**src/rtl/fir_mac.sv**
```systemverilog
// rtl/fir_mac.sv - time-multiplexed FIR filter built around one signed multiply-accumulate unit
// Optional output saturation is enabled by defining FIR_MAC_SAT_EN.
module fir_mac #(
  parameter int WIDTH       = 10,
  parameter int TAPS        = 32,
  parameter int COEFF_WIDTH = 17,
  parameter int SHIFT       = 15
) (
  input  logic                      clock,
  input  logic                      reset,
  input  logic                      in_valid,
  output logic                      in_ready,
  input  logic [WIDTH-1:0]          in_data,
  output logic                      out_valid,
  output logic [WIDTH-1:0]          out_data,
  input  logic                      coeff_we,
  input  logic [$clog2(TAPS)-1:0]   coeff_addr,
  input  logic [COEFF_WIDTH-1:0]    coeff_data
);
  localparam int PW     = $clog2(TAPS);
  localparam int PROD_W = WIDTH + COEFF_WIDTH;
  localparam int ACC_W  = PROD_W + PW;
  localparam logic [PW:0]   TAPS_W = (PW+1)'(TAPS);
  localparam logic [PW-1:0] LAST   = PW'(TAPS - 1);

  typedef enum logic [1:0] {IDLE, MAC, DONE} state_t;

  state_t                        state;
  logic signed [WIDTH-1:0]       x [TAPS];
  logic signed [COEFF_WIDTH-1:0] c [TAPS];
  logic [PW-1:0]                 wptr;
  logic [PW-1:0]                 newest;
  logic [PW-1:0]                 k;
  logic [PW-1:0]                 rd_idx;
  logic signed [PROD_W-1:0]      prod;
  logic signed [ACC_W-1:0]       acc;
  logic signed [ACC_W-1:0]       acc_next;

  // newest-k modulo TAPS; the extra bit keeps this correct for non-power-of-two TAPS
  assign rd_idx   = (newest >= k) ? (newest - k)
                                  : PW'({1'b0, newest} + TAPS_W - {1'b0, k});
  assign prod     = PROD_W'(x[rd_idx]) * PROD_W'(c[k]);
  assign acc_next = acc + ACC_W'(prod);

`ifdef FIR_MAC_SAT_EN
  localparam logic signed [ACC_W-1:0] SAT_MAX = ACC_W'((1 << (WIDTH - 1)) - 1);
  localparam logic signed [ACC_W-1:0] SAT_MIN = -SAT_MAX - ACC_W'(1);

  function automatic logic [WIDTH-1:0] shape_out(input logic signed [ACC_W-1:0] a);
    logic signed [ACC_W-1:0] s;
    s = a >>> SHIFT;
    if (s > SAT_MAX)      return WIDTH'(SAT_MAX);
    else if (s < SAT_MIN) return WIDTH'(SAT_MIN);
    else                  return s[WIDTH-1:0];
  endfunction
`else
  function automatic logic [WIDTH-1:0] shape_out(input logic signed [ACC_W-1:0] a);
    return WIDTH'(a >>> SHIFT);
  endfunction
`endif

  always_ff @(posedge clock) begin
    if (reset) begin
      state     <= IDLE;
      in_ready  <= 1'b1;
      out_valid <= 1'b0;
      out_data  <= '0;
      wptr      <= '0;
      newest    <= '0;
      k         <= '0;
      acc       <= '0;
      for (int i = 0; i < TAPS; i++) begin
        x[i] <= '0;
        c[i] <= '0;
      end
    end else begin
      case (state)
        IDLE: begin
          // A write in the accept cycle lands before the first MAC product reads c[].
          if (coeff_we && ({1'b0, coeff_addr} < TAPS_W))
            c[coeff_addr] <= $signed(coeff_data);
          if (in_valid) begin
            x[wptr]  <= $signed(in_data);
            newest   <= wptr;
            wptr     <= (wptr == LAST) ? '0 : wptr + PW'(1);
            acc      <= '0;
            k        <= '0;
            in_ready <= 1'b0;
            state    <= MAC;
          end
        end
        MAC: begin
          acc <= acc_next;
          if (k == LAST) begin
            out_data  <= shape_out(acc_next);
            out_valid <= 1'b1;
            state     <= DONE;
          end else begin
            k <= k + PW'(1);
          end
        end
        DONE: begin
          out_valid <= 1'b0;
          in_ready  <= 1'b1;
          state     <= IDLE;
        end
        default: state <= IDLE;
      endcase
    end
  end
endmodule

```
**config.mk**
```make
export PLATFORM = sky130hd
export DESIGN_NAME = fir_mac
export DESIGN_NICKNAME = d
export VERILOG_FILES = /design/src/rtl/fir_mac.sv
export SDC_FILE = /design/constraint.sdc
export NUM_CORES = 2
export LEC_CHECK = 0
export CORE_UTILIZATION = 64
export DETAILED_ROUTE_END_ITERATION = 10
export PLACE_DENSITY = 0.9
export SYNTH_ARGS = -nofsm -noshare
export SYNTH_HDL_FRONTEND = slang
export SYNTH_SLANG_ARGS = --single-unit
```
**constraint.sdc**
```tcl
create_clock -name clock -period 10.35 [get_ports clock]
set_input_delay 3.105 -clock clock [delete_from_list [all_inputs] [get_ports clock]]
set_output_delay 3.105 -clock clock [all_outputs]
set_load 0.01 [all_outputs]
```
Word level (Yosys, flattened, before mapping)

Memory sizes are Yosys's and may differ from the RTL's. A register that Yosys moved wholly into a read port is not among the register bits.
Cells that the tools add are included.
W data, S select, Z words.

Flip-flop bits (word level): 61
RAM bits: 864
Output and inout bits: 12
Logic and storage cells: 70
Memories kept: 2

Add/subtract/negate cells: 6
Multiply operators: 1
$lt $le $gt $ge: 1
Eq/ne operators: 7
Muxes and demuxes: 32
Reductions and logical operators: 13

Memory list:

| name | words | width | read ports | clocked after Yosys merged registers in | write ports | RTL line | text |
|---|---|---|---|---|---|---|---|
| c    | 32    | 17    | 1          | 1                                       | 32          | 30       | `logic signed [COEFF_WIDTH-1:0] c [TAPS];` |
| x    | 32    | 10    | 1          | 0                                       | 32          | 29       | `logic signed [WIDTH-1:0] x [TAPS];` |

Operators by type and width:

| cell                  | count |
|---|---|
| $pmux W32 S2          | 1 |
| $mux W5               | 8 |
| $add A32 B27 Y32      | 1 |
| $mux W32              | 1 |
| $mul A10 B17 Y27      | 1 |
| $mux W17              | 1 |
| $reduce_or A17 Y1     | 1 |
| $add A5 B1 Y5 const B | 3 |
| $mux W1               | 14 |
| $reduce_and A2 Y1     | 6 |
| $eq A5 B5 Y1 const B  | 2 |
| $mux W10              | 1 |
| $pmux W5 S2           | 1 |
| $reduce_or A10 Y1     | 1 |
| $sub A5 B5 Y5         | 2 |
| $ne A2 B2 Y1 const B  | 3 |
| $reduce_bool A2 Y1    | 3 |
| $ge A5 B5 Y1          | 1 |
| $mux W2               | 2 |
| $pmux W1 S2           | 2 |
| $pmux W2 S2           | 1 |
| $reduce_and A3 Y1     | 1 |
| $eq A2 B1 Y1 const B  | 1 |
| $eq A2 B2 Y1 const B  | 1 |
| $logic_not A2 Y1      | 1 |

Logic depth before layout (Yosys ltp)

An unclocked memory read counts as a cell.

Depth after elaboration: 7
Depth in mapped cells: 34
Depth with buffers taken out: 30

Worst setup path before layout

Ideal clock, no wire load.

Path kind: register to register
Start: register k[0]
End: register out_data[8]
Data arrival time: 8.211 ns
Required time: 10.230 ns
Slack: 2.018 ns
Stages on the path, launching flop included: 32
Buffers on the path: 6
Clock period less this slack: 8.332 ns
Cell sequence: dfxtp_1 ha_1 inv_1 fa_1 buf_4 buf_2 buf_2 buf_1 buf_2 mux4_2 mux4_2 mux2_2 clkbuf_1 nand2_1 fa_1 fa_1 inv_1 fa_1 fa_1 inv_1 fa_1 inv_1 ha_1 a21o_1 a21oi_1 nor2b_1 o31ai_1 a21oi_1 a41o_1 o41ai_1 or4_1 nand3_1

Cells in the longest elaborated chain, start to end: 5

Ends and longest elaborated chain:

| element                               | RTL line | text |
|---|---|---|
| from (decl)                           | 33       | `logic [PW-1:0] k;` |
| from (signal assigned)                | 99       | `k <= k + PW'(1);` |
| $sub A5 B5 Y5 (tied with other cells) | 41       | `: PW'({1'b0, newest} + TAPS_W - {1'b0, k});` |
| $mux W5                               | 40       | `assign rd_idx = (newest >= k) ? (newest - k)` |
| $mem_v2 Z32 W10                       | -        |  |
| $mul A10 B17 Y27                      | 42       | `assign prod = PROD_W'(x[rd_idx]) * PROD_W'(c[k]);` |
| $add A32 B27 Y32                      | 43       | `assign acc_next = acc + ACC_W'(prod);` |
| to (signal assigned)                  | 95       | `out_data <= shape_out(acc_next);` |
| to (decl)                             | 15       | `output logic [WIDTH-1:0] out_data,` |

Several ways; a longest one is shown, not always the timed one.
A chain may end at the register's enable or synchronous reset.

Final worst setup path

Start: register k[0]
End: register out_data[9]

Same word-level chain as after synthesis.

==> results.py <==
metrics = {
    "power_and_ir_drop": {
        "leakagePower_nw": 19.7,
        "power_mw": 11.8,
        "vdd_ir_drop_max_uv": 253,
        "p_int_mw": 7.81,
        "seqPwrFrac_pct": 36.5,
        "power.share.clock_pct": 28.5,
        "power_switching_share_pct": 33.7,
        "pwr_density_cell_nw_per_um2": 225,
        "comb_power_share_pct": 35.1,
        "p_switching_mw": 3.97,
    },
    "timing": {
        "worstMarginPinSlew_ns": 1.45,
        "setup_tns_ns": 0,
        "slew_headroom_pct": 3.13,
        "fin_crit_sh_pct": 87.4,
        "rsz0062_at_grt": "false",
        "setup_viol_count_final": 0,
        "skew_ns": 0.0648,
        "drv_slew": 0,
        "final_hold_viol_count": 0,
        "fmax_mhz": 111,
        "layout_min_cycle_time_ns": 9.05,
    },
    "floorplanning": {
        "fp.dieArea_um2": 76300,
        "core-area_um2": 74400,
        "start_util_pct": 64.6,
        "row_count": 100,
        "io_pins": 48,
        "die_y_um": 276,
        "die_w_um": 276,
    },
    "synth": {
        "yosysMostFrequentCell": "and2_1",
        "seq_area_frac_synth_pct": 56.4,
        "synth_cell_types": 54,
        "yosysWarnings": 0,
        "synth_top_area_share_pct": 53.9,
        "syn_inst": 3389,
        "syn_area_per_cell_um2": 14.2,
        "synth_common_cells": "and2_1, edfxtp_1, mux4_2",
        "synth_fp_nets": 3661,
        "synth_edf_count": 864,
        "ys_async_sr_fraction_pct": 0,
        "synth_top_area_cell": "edfxtp_1",
        "synthFlopType": "edfxtp_1",
        "ys_ff_latch": 923,
        "synth_area_leaders": "edfxtp_1, and2_1, mux4_2",
        "netlist_area_um2": 48100,
    },
    "grt": {
        "grt_pass1_wl_um": 182000,
        "grt_max_degree": 85,
        "grt.total_usage_pct": 32.0,
        "grt_pass1_vias": 29700,
        "antenna_found_initial": 7,
        "grt-ovfl-total": 0,
    },
    "clock_network": {
        "cts_tree": "built",
        "post_cts_buffers": 0,
        "cts_buffers": 92,
        "h-tree-depth": 3,
        "clkTransAtPathRegs_ns": 0.06,
        "clockBufferDepth": 3,
        "cts_sinks": 923,
        "cts_resized": 0,
        "hold_buffers": 0,
        "clk_latency_ns": 0.70,
        "clockRootBuffer": "clkbuf_16",
    },
    "placed_design": {
        "gp_congestion": 0.921,
        "dpl.hpwl_um": 74000,
        "portBuffers": 47,
    },
    "worst_setup_path": {
        "criticalPathCategory": "reg2reg",
        "worstPathRequired_ns": 10.92,
        "crit_fanout": 26,
        "start_kind": "register",
        "cp.arrival_ns": 9.62,
        "cp-end-kind": "register",
    },
    "hold_path": {
        "hold_class": "reg2reg",
    },
    "cells_and_area": {
        "area_growth_pct": 8.91,
        "fill_cells": 4267,
        "nets": 3621,
        "drive_above_1_share_pct": 16.7,
    },
    "route": {
        "drc": 0,
        "ant_nets": 0,
        "dr.pass1.iters": 6,
        "drt-wirelength-per-cell_um": 27.3,
        "wl_um": 120000,
        "vias_per_cell": 6.54,
        "drtIter0Drc": 3385,
        "num_vias": 28700,
    },
    "run_status": {
        "status": "finished clean",
    },
    "run": {
        "cap_violations": 0,
    },
}
==> critical path: stages (launching register included) <==
cell	delay [ns]
dfxtp_1	0.44
ha_4	0.16
inv_1	0.06
fa_4	1.12
buf_4	0.44
mux4_2	0.55
mux4_2	0.51
mux2_2	0.45
nand2_1	0.14
fa_1	0.44
fa_1	0.42
fa_1	0.50
inv_1	0.07
fa_1	0.55
fa_1	0.41
ha_1	0.34
and3_1	0.17
a221oi_1	0.43
a21oi_1	0.19
a21oi_1	0.34
o2111a_1	0.24
nor2_1	0.10
a31oi_1	0.29
o21ai_0	0.19
xnor2_1	0.18
a211oi_2	0.22
==> registers in the layout, summed over array words and instances, names as in the netlist, named ones only <==
name,cells
state,2
in_ready,1
x,320
c,544
k,5
out_data,10
acc,25
out_valid,1
wptr,5
newest,5
==> through the flow <==
step | setup slack [ns] | util (%) | hold WS, ns | area, µm² | instances
final | 1.30 | 70.4 | 0.456 | 52400 | 4396
after global routing | 0.858 | 70.4 | 0.494 | 52400 | 4394
after CTS | 1.30 | 70.4 | 0.459 | 52400 | 4394
after detailed placement | 1.41 | 66.4 | 0.449 | 49400 | 4224
after global placement | 1.54 | 66.4 | 0.445 | 49400 | 4224
after floorplan | 2.02 | - | 0.436 | 48100 | 3389
==> layout make-up <==
| type | count | area [µm²] | share of cell area, % |
|---|---|---|---|
| Timing Repair Buffer | 112 | 996 | 1.90 |
| Tap cell | 969 | 1210 | 2.31 |
| Multi-Input combinational cell | 2013 | 19300 | 36.8 |
| Sequential cell | 923 | 27100 | 51.8 |
| Antenna cell | 2 | 5.00 | 0.00955 |
| Inverter | 207 | 777 | 1.48 |
| Clock inverter | 59 | 611 | 1.16 |
| Clock buffer | 111 | 2400 | 4.58 |
==> layer usage <==
metal  GRT usage [%]  wire, µm
met1            40.9     40900
met2            52.2     58300
met3            7.63     14400
met4            15.2      6340
met5               0        45
==> cell usage in the layout (no fill, tap or decap), types with 5 or more instances in the layout <==
cell and n:
buf_4 62, a31oi_1 8, mux2_2 34, nand2b_1 5, o21ai_0 10, a22oi_1 7, ha_1 73, mux4_1 11
a21oi_1 49, a21o_1 10, nor2b_1 17, nand2_1 155, clkinv_1 18, bufinv_16 7, xor2_1 7, edfxtp_1 864
nand3b_1 11, nand3_1 21, clkbuf_1 15, clkinv_2 18, xnor2_1 27, clkbuf_16 93, mux4_2 253, inv_1 207
nor3_1 8, fa_1 161, dfxtp_1 55, or2_2 65, nor2_1 118, clkdlybuf4s50_1 44, and2_1 911, mux2i_1 8
==> cell families after synthesis <==
kind of cell,after synthesis,synth area share (%)
AO/OA/AOI/OAI,101,1.28
XOR/XNOR,38,0.723
adder cells (fa/ha/maj),236,8.66
buffers and inverters,453,3.65
flip-flops,923,56.4
multiplexers,306,13.4
AND/OR/NAND/NOR,1332,15.9
==> worst paths after layout <==
path	slack, ns	to	startpoint	depth (start not counted)
worst max-delay path	1.30	out_data[9]	k[0]	25
worst min-delay path	0.46	out_data[0]	out_data[0]	2
worst max register to register	1.30	out_data[9]	k[0]	25
worst min register to register	0.46	out_data[0]	out_data[0]	2
==> power by group through the flow <==
stage / sequential, mW / clock (mW) / combinational (mW)
5_1_grt: 4.30 / 3.48 / 4.61
3_5_place_dp: 4.37 / 0 / 4.06
6_report: 4.29 / 3.35 / 4.13
2_1_floorplan: 4.33 / 0 / 3.15
4_1_cts: 4.29 / 3.34 / 4.09
3_3_place_gp: 4.35 / 0 / 3.88
Note: power is estimated with default switching activity, not from simulation.
